## config.mk

```make
export PLATFORM = sky130hd
export DESIGN_NAME = fp8_mul_arbiter
export DESIGN_NICKNAME = d
export VERILOG_FILES = /design/src/rtl/fp8_mul_arbiter.sv
export SDC_FILE = /design/constraint.sdc
export NUM_CORES = 1
export LEC_CHECK = 0
export CAP_MARGIN = 20
export CORE_ASPECT_RATIO = 1.5
export CORE_MARGIN = 8
export CORE_UTILIZATION = 37
export CTS_BUF_LIST = sky130_fd_sc_hd__clkbuf_2
export CTS_CLUSTER_SIZE = 20
export DETAILED_ROUTE_END_ITERATION = 16
export HOLD_SLACK_MARGIN = 0.03
export PLACE_DENSITY = 0.85
export SETUP_SLACK_MARGIN = 0.5
export SLEW_MARGIN = 25
export SYNTH_ARGS = -nofsm -noshare
export SYNTH_HDL_FRONTEND = slang
export SYNTH_SLANG_ARGS = --single-unit
export TNS_END_PERCENT = 1
```

## constraint.sdc

```tcl
create_clock -name clk -period 1.9 [get_ports clk]
set_input_delay 0.38 -clock clk [delete_from_list [all_inputs] [get_ports clk]]
set_output_delay 0.38 -clock clk [all_outputs]
set_load 0.05 [all_outputs]
```

## src/rtl/fp8_mul_arbiter.sv

```systemverilog
// Round-robin share of one external 4x4 multiplier; product registered 1 cycle after grant.
// Backpressure: a held, undrained response blocks all grants and freezes rsp_* and priority.
module fp8_mul_arbiter #(
    parameter int NREQ = 4,
    localparam int IDW = $clog2(NREQ),
    parameter int CNTW = 16
) (
    input  logic                clk,
    input  logic                rst,
    input  logic [NREQ-1:0]     req_valid,
    output logic [NREQ-1:0]     req_ready,
    input  logic [4*NREQ-1:0]   req_a,
    input  logic [4*NREQ-1:0]   req_b,
    output logic [3:0]          mul_a,
    output logic [3:0]          mul_b,
    input  logic [7:0]          mul_product,
    output logic                rsp_valid,
    input  logic                rsp_ready,
    output logic [IDW-1:0]      rsp_id,
    output logic [7:0]          rsp_product,
    output logic [CNTW-1:0]     ops_cnt
);

    logic [IDW-1:0] rr_ptr;
    logic [IDW-1:0] grant_idx;
    logic [IDW-1:0] rr_ptr_nxt;
    logic           can_issue;
    logic           issue;

    assign can_issue = !rsp_valid || rsp_ready;
    assign issue     = can_issue && (|req_valid);

    // Circular priority search starting at rr_ptr; first valid requester wins.
    always_comb begin
        int  idx;
        logic found;
        grant_idx = rr_ptr;
        found     = 1'b0;
        for (int k = 0; k < NREQ; k++) begin
            idx = int'(rr_ptr) + k;
            if (idx >= NREQ) begin
                idx = idx - NREQ;
            end
            if (!found && req_valid[idx]) begin
                grant_idx = IDW'(idx);
                found     = 1'b1;
            end
        end
    end

    always_comb begin
        if (grant_idx == IDW'(NREQ - 1)) begin
            rr_ptr_nxt = '0;
        end else begin
            rr_ptr_nxt = grant_idx + 1'b1;
        end
    end

    always_comb begin
        req_ready = '0;
        mul_a     = '0;
        mul_b     = '0;
        if (issue && !rst) begin
            req_ready = NREQ'(1) << grant_idx;
        end
        if (issue) begin
            mul_a = req_a[4*grant_idx +: 4];
            mul_b = req_b[4*grant_idx +: 4];
        end
    end

    always_ff @(posedge clk or posedge rst) begin
        if (rst) begin
            rsp_valid   <= 1'b0;
            rsp_id      <= '0;
            rsp_product <= '0;
            ops_cnt     <= '0;
            rr_ptr      <= '0;
        end else if (issue) begin
            rsp_valid   <= 1'b1;
            rsp_id      <= grant_idx;
            rsp_product <= mul_product;
            ops_cnt     <= ops_cnt + 1'b1;
            rr_ptr      <= rr_ptr_nxt;
        end else if (rsp_ready) begin
            rsp_valid   <= 1'b0;
        end
    end

endmodule

```

==> results of run 1 <==
worst max path at each step:
| stage | slack [ps] | end | depth (start not counted) |
|---|---|---|---|
| after floorplan | -80 | mul_a[0] | 6 |
| after global placement | -670 | mul_a[3] | 7 |
| after detailed placement | -730 | mul_b[0] | 8 |
| after CTS | -540 | mul_a[3] | 8 |
| after global routing | -630 | mul_a[1] | 9 |
| final | -570 | mul_a[1] | 7 |
critical path: stages, from the launching register on:
cell       delay, ps
dfrtp_1          440
inv_2             70
a2bb2oi_2        160
o221a_4          310
buf_12           150
mux2i_2          290
o22ai_4          130
buf_12           160
cells in the final DEF (no fill, tap or decap), drive strengths merged, types with 3 or more instances in the layout:
| cell type | synthesis | layout |
|---|---|---|
| buf | 6 | 70 |
| nand3 | 5 | 5 |
| nor2b | 3 | 3 |
| inv | 6 | 6 |
| nand2 | 45 | 45 |
| clkdlybuf4s50 | 0 | 42 |
| nor2 | 5 | 5 |
| and3 | 8 | 8 |
| xor2 | 3 | 3 |
| mux2i | 16 | 16 |
| ha | 5 | 5 |
| clkbuf | 0 | 8 |
| o21ai | 3 | 3 |
| o22ai | 8 | 8 |
| xnor2 | 12 | 12 |
| dfrtp | 29 | 29 |
cell usage after synthesis, drive strengths merged:
cell type  count  area, um^2
nand3          5        25.0
and4           1        11.3
ha             5        62.6
or4            1        7.51
xnor2         12         105
or3            1        11.3
and2           1        6.26
dfrtp         29         726
o21ai          3        15.0
buf            6        51.3
mux2i         16         160
a2bb2oi        1        8.76
xor2           3        26.3
nor2b          3        26.3
o21a           1        7.51
nand2         45         176
nor2           5        18.8
a21oi          2        10.0
inv            6        22.5
nand4          2        12.5
o31ai          1        7.51
and3           8        50.1
o221a          1        11.3
o22ai          8        50.1
a21o           1        7.51
or2            1        6.26
nand2b         2        12.5
cell families after synthesis:
kind of cell    share of synthesized area
compound gates                     0.0719
xor+xnor                           0.0803
fa+ha+maj                          0.0383
flops                               0.444
buf+inv                            0.0451
simple gates                        0.223
mux                                0.0979
power breakdown:
| group | internal, mW | switching [mW] |
|---|---|---|
| clock | 0.225 | 0.220 |
| sequential | 0.745 | 0.162 |
| combinational | 1.43 | 1.46 |
state kept, by name, indices dropped and copies added (netlist names):
register	count
rsp_product	8
rsp_valid	1
rsp_id	2
rr_ptr	2
ops_cnt	16
what timing repair did:
| action | in CTS | in global routing |
|---|---|---|
| setup buffers | 3 | 1 |
| pin swaps | 16 | 22 |
| setup endpoints to repair | 58 | 67 |
| cloned | 1 | 0 |
| resized for setup | 90 | 52 |
layer usage:
layer / track usage / up-vias / share of wire
li1: - / 808 / -
met1: 0.172 / 833 / 0.32
met2: 0.334 / 79 / 0.56
met3: 0.0838 / 16 / 0.089
met4: 0.0590 / 0 / 0.028
met5: 0 / - / 0
layout make-up:
type | count | area share
clock buffers | 6 | 0.00863
clock inverters | 2 | 0.00971
inverters | 6 | 0.00647
multi-input cells | 129 | 0.363
flip-flops and latches | 29 | 0.211
well taps | 46 | 0.0165
repair buffers | 114 | 0.385
==> impl_metrics.toml, run 1 <==
[cts]
hold_buffers = 0
clockBufferDepth = 2
cts-buffers-inserted = 5
cts_tree = "built"
worstSkewPairLatency_ps = 380
clk_pin_slew_worst_paths_ps = 140
cts-root-buf = "clkbuf_2"
htreeDepth = 2
cts.sinks = 29

[status]
outcome = "finished, violations left"
violations = "setup timing"

[floorplan]
ioPinCount = 86
die_width_um = 70.3
core-area_mm2 = 0.00425
die_h_um = 97.4
die_area_mm2 = 0.00685
fp-row-count = 29
start_util = 0.385

[sta]
skew_ps = 18.8
fin_crit_sh = 1.30
drv_slew = 0
timing.hold.ws_ps = 479
rsz0062_at_grt = "true"
hold_viol_final = 0
setup_tns_ps = -6350
worst_pin_slew_ps = 375
fin_crit_ps = 2470
fmax_mhz = 404
setup_slack_ps = -573
slew_headroom = 0.750
setup_violations = 12

[global_route]
grt_max_degree = 30
grt_overflow = 0
grt_pass1_vias = 1949
antenna_found_initial = 0
grt_pass1_wl_mm = 10.0
grt_usage = 0.183

[placed_design]
dpl_cell_area_mm2 = 0.00295
dp_hpwl_mm = 4.28
gp_congestion = 0.743
dp_cells = 319
pre_cts_ws_ps = -726
portBuffers = 85

[drt]
drc = 0
num_vias = 1736
drt_iter0_drc = 44
firstDrtPassIters = 4
wl_per_cell_um = 19.2
wirelength_mm = 6.39
route.antenna.remaining_nets = 0
viasPerCell = 5.23

[critical_path]
reg2reg_slack_ps = 110
crit_fanout = 5
crit_arrival_ps = 2090
ff2ff_path_depth = 8
r2r-start = "rr_ptr[1]"
end_kind = "primary output"
crit_path_start = "rr_ptr[1]"
regToRegEndpoint = "rr_ptr[0]"
path_class = "flop to primary output"
cp-start-kind = "flop"
cp_data_required_time_ps = 1520

[synth]
synth_nets = 222
yosysWarnings = 0
syn_area_mm2 = 0.00164
synth-seq-area-share = 0.444
synth_cell_types = 32
synth.avg_cell_area_um2 = 9.62
syn-instance-count = 170
ys_ff_latch = 29

[final_layout]
multiInputGateArea_mm2 = 0.00126
fill_cells = 234
final_layout_size_suffix_gt1_frac = 0.503
area_growth_pct = 113
fin_cells = 332
seqCellArea_um2 = 734
num_antenna_cells = 0
design_area_mm2 = 0.00348
post-route-util = 0.820
final_nets = 337

[power]
total_leakage_power_nw = 1.50
power_density_mw_per_mm2 = 1220
peakVddDrop_mv = 1.10
p_total_mw = 4.24

[hold_path]
min_from = "req_valid[1]"
hold_path_depth = 4
holdPathEnd = "rsp_valid"
min_path_type = "input port to flop"

[flow_run]
timing.max_cap.violations = 0
Note: power is estimated with default switching activity, not from simulation.
==> inputs of run 2 (changes only) <==
SKIP_CTS_REPAIR_TIMING = 1   (was unset)
==> run 2 against run 1 <==
First-iteration DRC count fell by 36%. Global-route usage shrank 3.0 points. Core utilization is 1.5 points lower. Count of clock-buffer cells in the layout did not move. Non-clock buffer count shrank 1. Largest cell class unchanged. Maximum frequency is 1.8% lower. Hold slack improved by 16 ps. Critical path depth did not move. The run still ends with setup timing left. Final area decreased by 1.8%. Register-to-register slack is essentially flat. Sequential share of layout area is 0.39 points higher.
==> impl_metrics.toml, run 2 (synthesized netlist as in run 1, its figures left out) <==
[floorplan]
start_util = 0.385
fp-row-count = 29
die_width_um = 70.3
die_area_mm2 = 0.00685
ioPinCount = 86
core-area_mm2 = 0.00425
die_h_um = 97.4

[global_route]
grt_pass1_wl_mm = 8.55
grt_usage = 0.153
grt_max_degree = 30
grt_pass1_vias = 1831
grt_util_met3 = 0.0808
antenna_found_initial = 0
grt_overflow = 0
grtUsageMet1 = 0.136
top_usage_layer = "met2"
globalRouteMet2Util = 0.280

[sta]
fin_crit_sh = 1.33
hold_viol_final = 0
setup_tns_ps = -6710
setup_violations = 12
drv_slew = 0
skew_ps = 11.4
setup_slack_ps = -618
timing.hold.ws_ps = 496
rsz0062_at_grt = "true"
worst_pin_slew_ps = 332
fin_crit_ps = 2520
slew_headroom = 0.772
fmax_mhz = 397

[cts]
clk_pin_slew_worst_paths_ps = 160
clockBufferDepth = 2
worstSkewPairLatency_ps = 370
htreeDepth = 2
cts-root-buf = "clkbuf_2"
cts_tree = "built"
cts.sinks = 29
cts-buffers-inserted = 5

[status]
outcome = "finished, violations left"
violations = "setup timing"

[final_layout]
fin_cells = 331
layout_common_cells = "42 x clkdlybuf4s50_1, 39 x nand2_1, 25 x buf_6, 22 x dfrtp_1, 17 x buf_4"
largest_register_ffs = 16
area_growth_pct = 109
final_common_cell = "clkdlybuf4s50_1"
largest_registers = "ops_cnt x16, rsp_product x8"
num_antenna_cells = 0
design_area_mm2 = 0.00342
final_layout_size_suffix_gt1_frac = 0.474
top_register = "ops_cnt"
final_nets = 336
post-route-util = 0.805
fill_cells = 249

[drt]
wirelength_mm = 6.08
viasPerCell = 5.16
drt_iter0_drc = 28
num_vias = 1709
wl_per_cell_um = 18.4
drc = 0
route.antenna.remaining_nets = 0
firstDrtPassIters = 4

[power]
power.internal_mw = 2.32
clkPwrFrac = 0.110
power_density_mw_per_mm2 = 1200
p_total_mw = 4.09
p_sw_frac = 0.434
total_leakage_power_nw = 1.51
p_comb_frac = 0.668
seq_power_share = 0.222
power.switching_mw = 1.78
peakVddDrop_mv = 1.09

[critical_path]
end_kind = "primary output"
path_class = "flop to primary output"
crit_fanout = 5
cp_data_required_time_ps = 1520
crit_arrival_ps = 2140
cp-start-kind = "flop"

[hold_path]
min_path_type = "flop to flop"

[placed_design]
portBuffers = 85
dpl_cell_area_mm2 = 0.00295
gp_congestion = 0.743
dp_cells = 319
pre_cts_ws_ps = -726
dp_hpwl_mm = 4.28

[flow_run]
timing.max_cap.violations = 0
## run 2: cell count changes in the layout (fill, tap and decap cells not counted), moves of 2 or more
| cell | previous run | this run |
|---|---|---|
| mux2i_1 | 1 | 5 |
| mux2i_4 | 11 | 8 |
| buf_6 | 27 | 25 |
| dlymetal6s2s_1 | 0 | 2 |
## run 2: cell type report
type                    instances  area, um^2  share of cell area
inverters                       6        22.5             0.00659
clock buffers                   6        30.0             0.00878
flip-flops and latches         29         734               0.215
repair buffers                113        1330               0.389
multi-input cells             129        1210               0.354
clock inverters                 2        33.8             0.00988
well taps                      46        57.6              0.0168
## run 2: layer usage
layer | up-vias | routed length, um
met5 | - | 0
li1 | 800 | -
met4 | 0 | 163
met1 | 821 | 1800
met3 | 16 | 567
met2 | 72 | 3560
## run 2: path summary, 6_finish.rpt
path / from / end / slack (ps) / cells past startpoint
min: ops_cnt[15] / ops_cnt[15] / 500 / 1
max reg2reg: rr_ptr[1] / rr_ptr[0] / 110 / 8
max: rr_ptr[1] / mul_b[1] / -620 / 7
max in group asynchronous: rst / ops_cnt[4] / 1090 / 3
min in group asynchronous: rst / ops_cnt[11] / 510 / 3
min reg2reg: ops_cnt[15] / ops_cnt[15] / 500 / 1
## run 2: worst max-delay path, cell delays in order (launching register included)
cell	delay, ps
dfrtp_1	460
inv_2	80
a2bb2oi_2	150
o221a_4	300
buf_12	140
mux2i_1	340
o22ai_4	140
buf_12	160
## run 2: power by group through the flow
stage | registers, mW | logic [mW] | clock network [mW]
2_1_floorplan | 1.20 | 1.07 | 0
3_3_place_gp | 0.872 | 2.24 | 0
3_5_place_dp | 0.881 | 2.28 | 0
4_1_cts | 0.869 | 2.29 | 0.455
5_1_grt | 0.927 | 2.87 | 0.483
6_report | 0.911 | 2.73 | 0.449
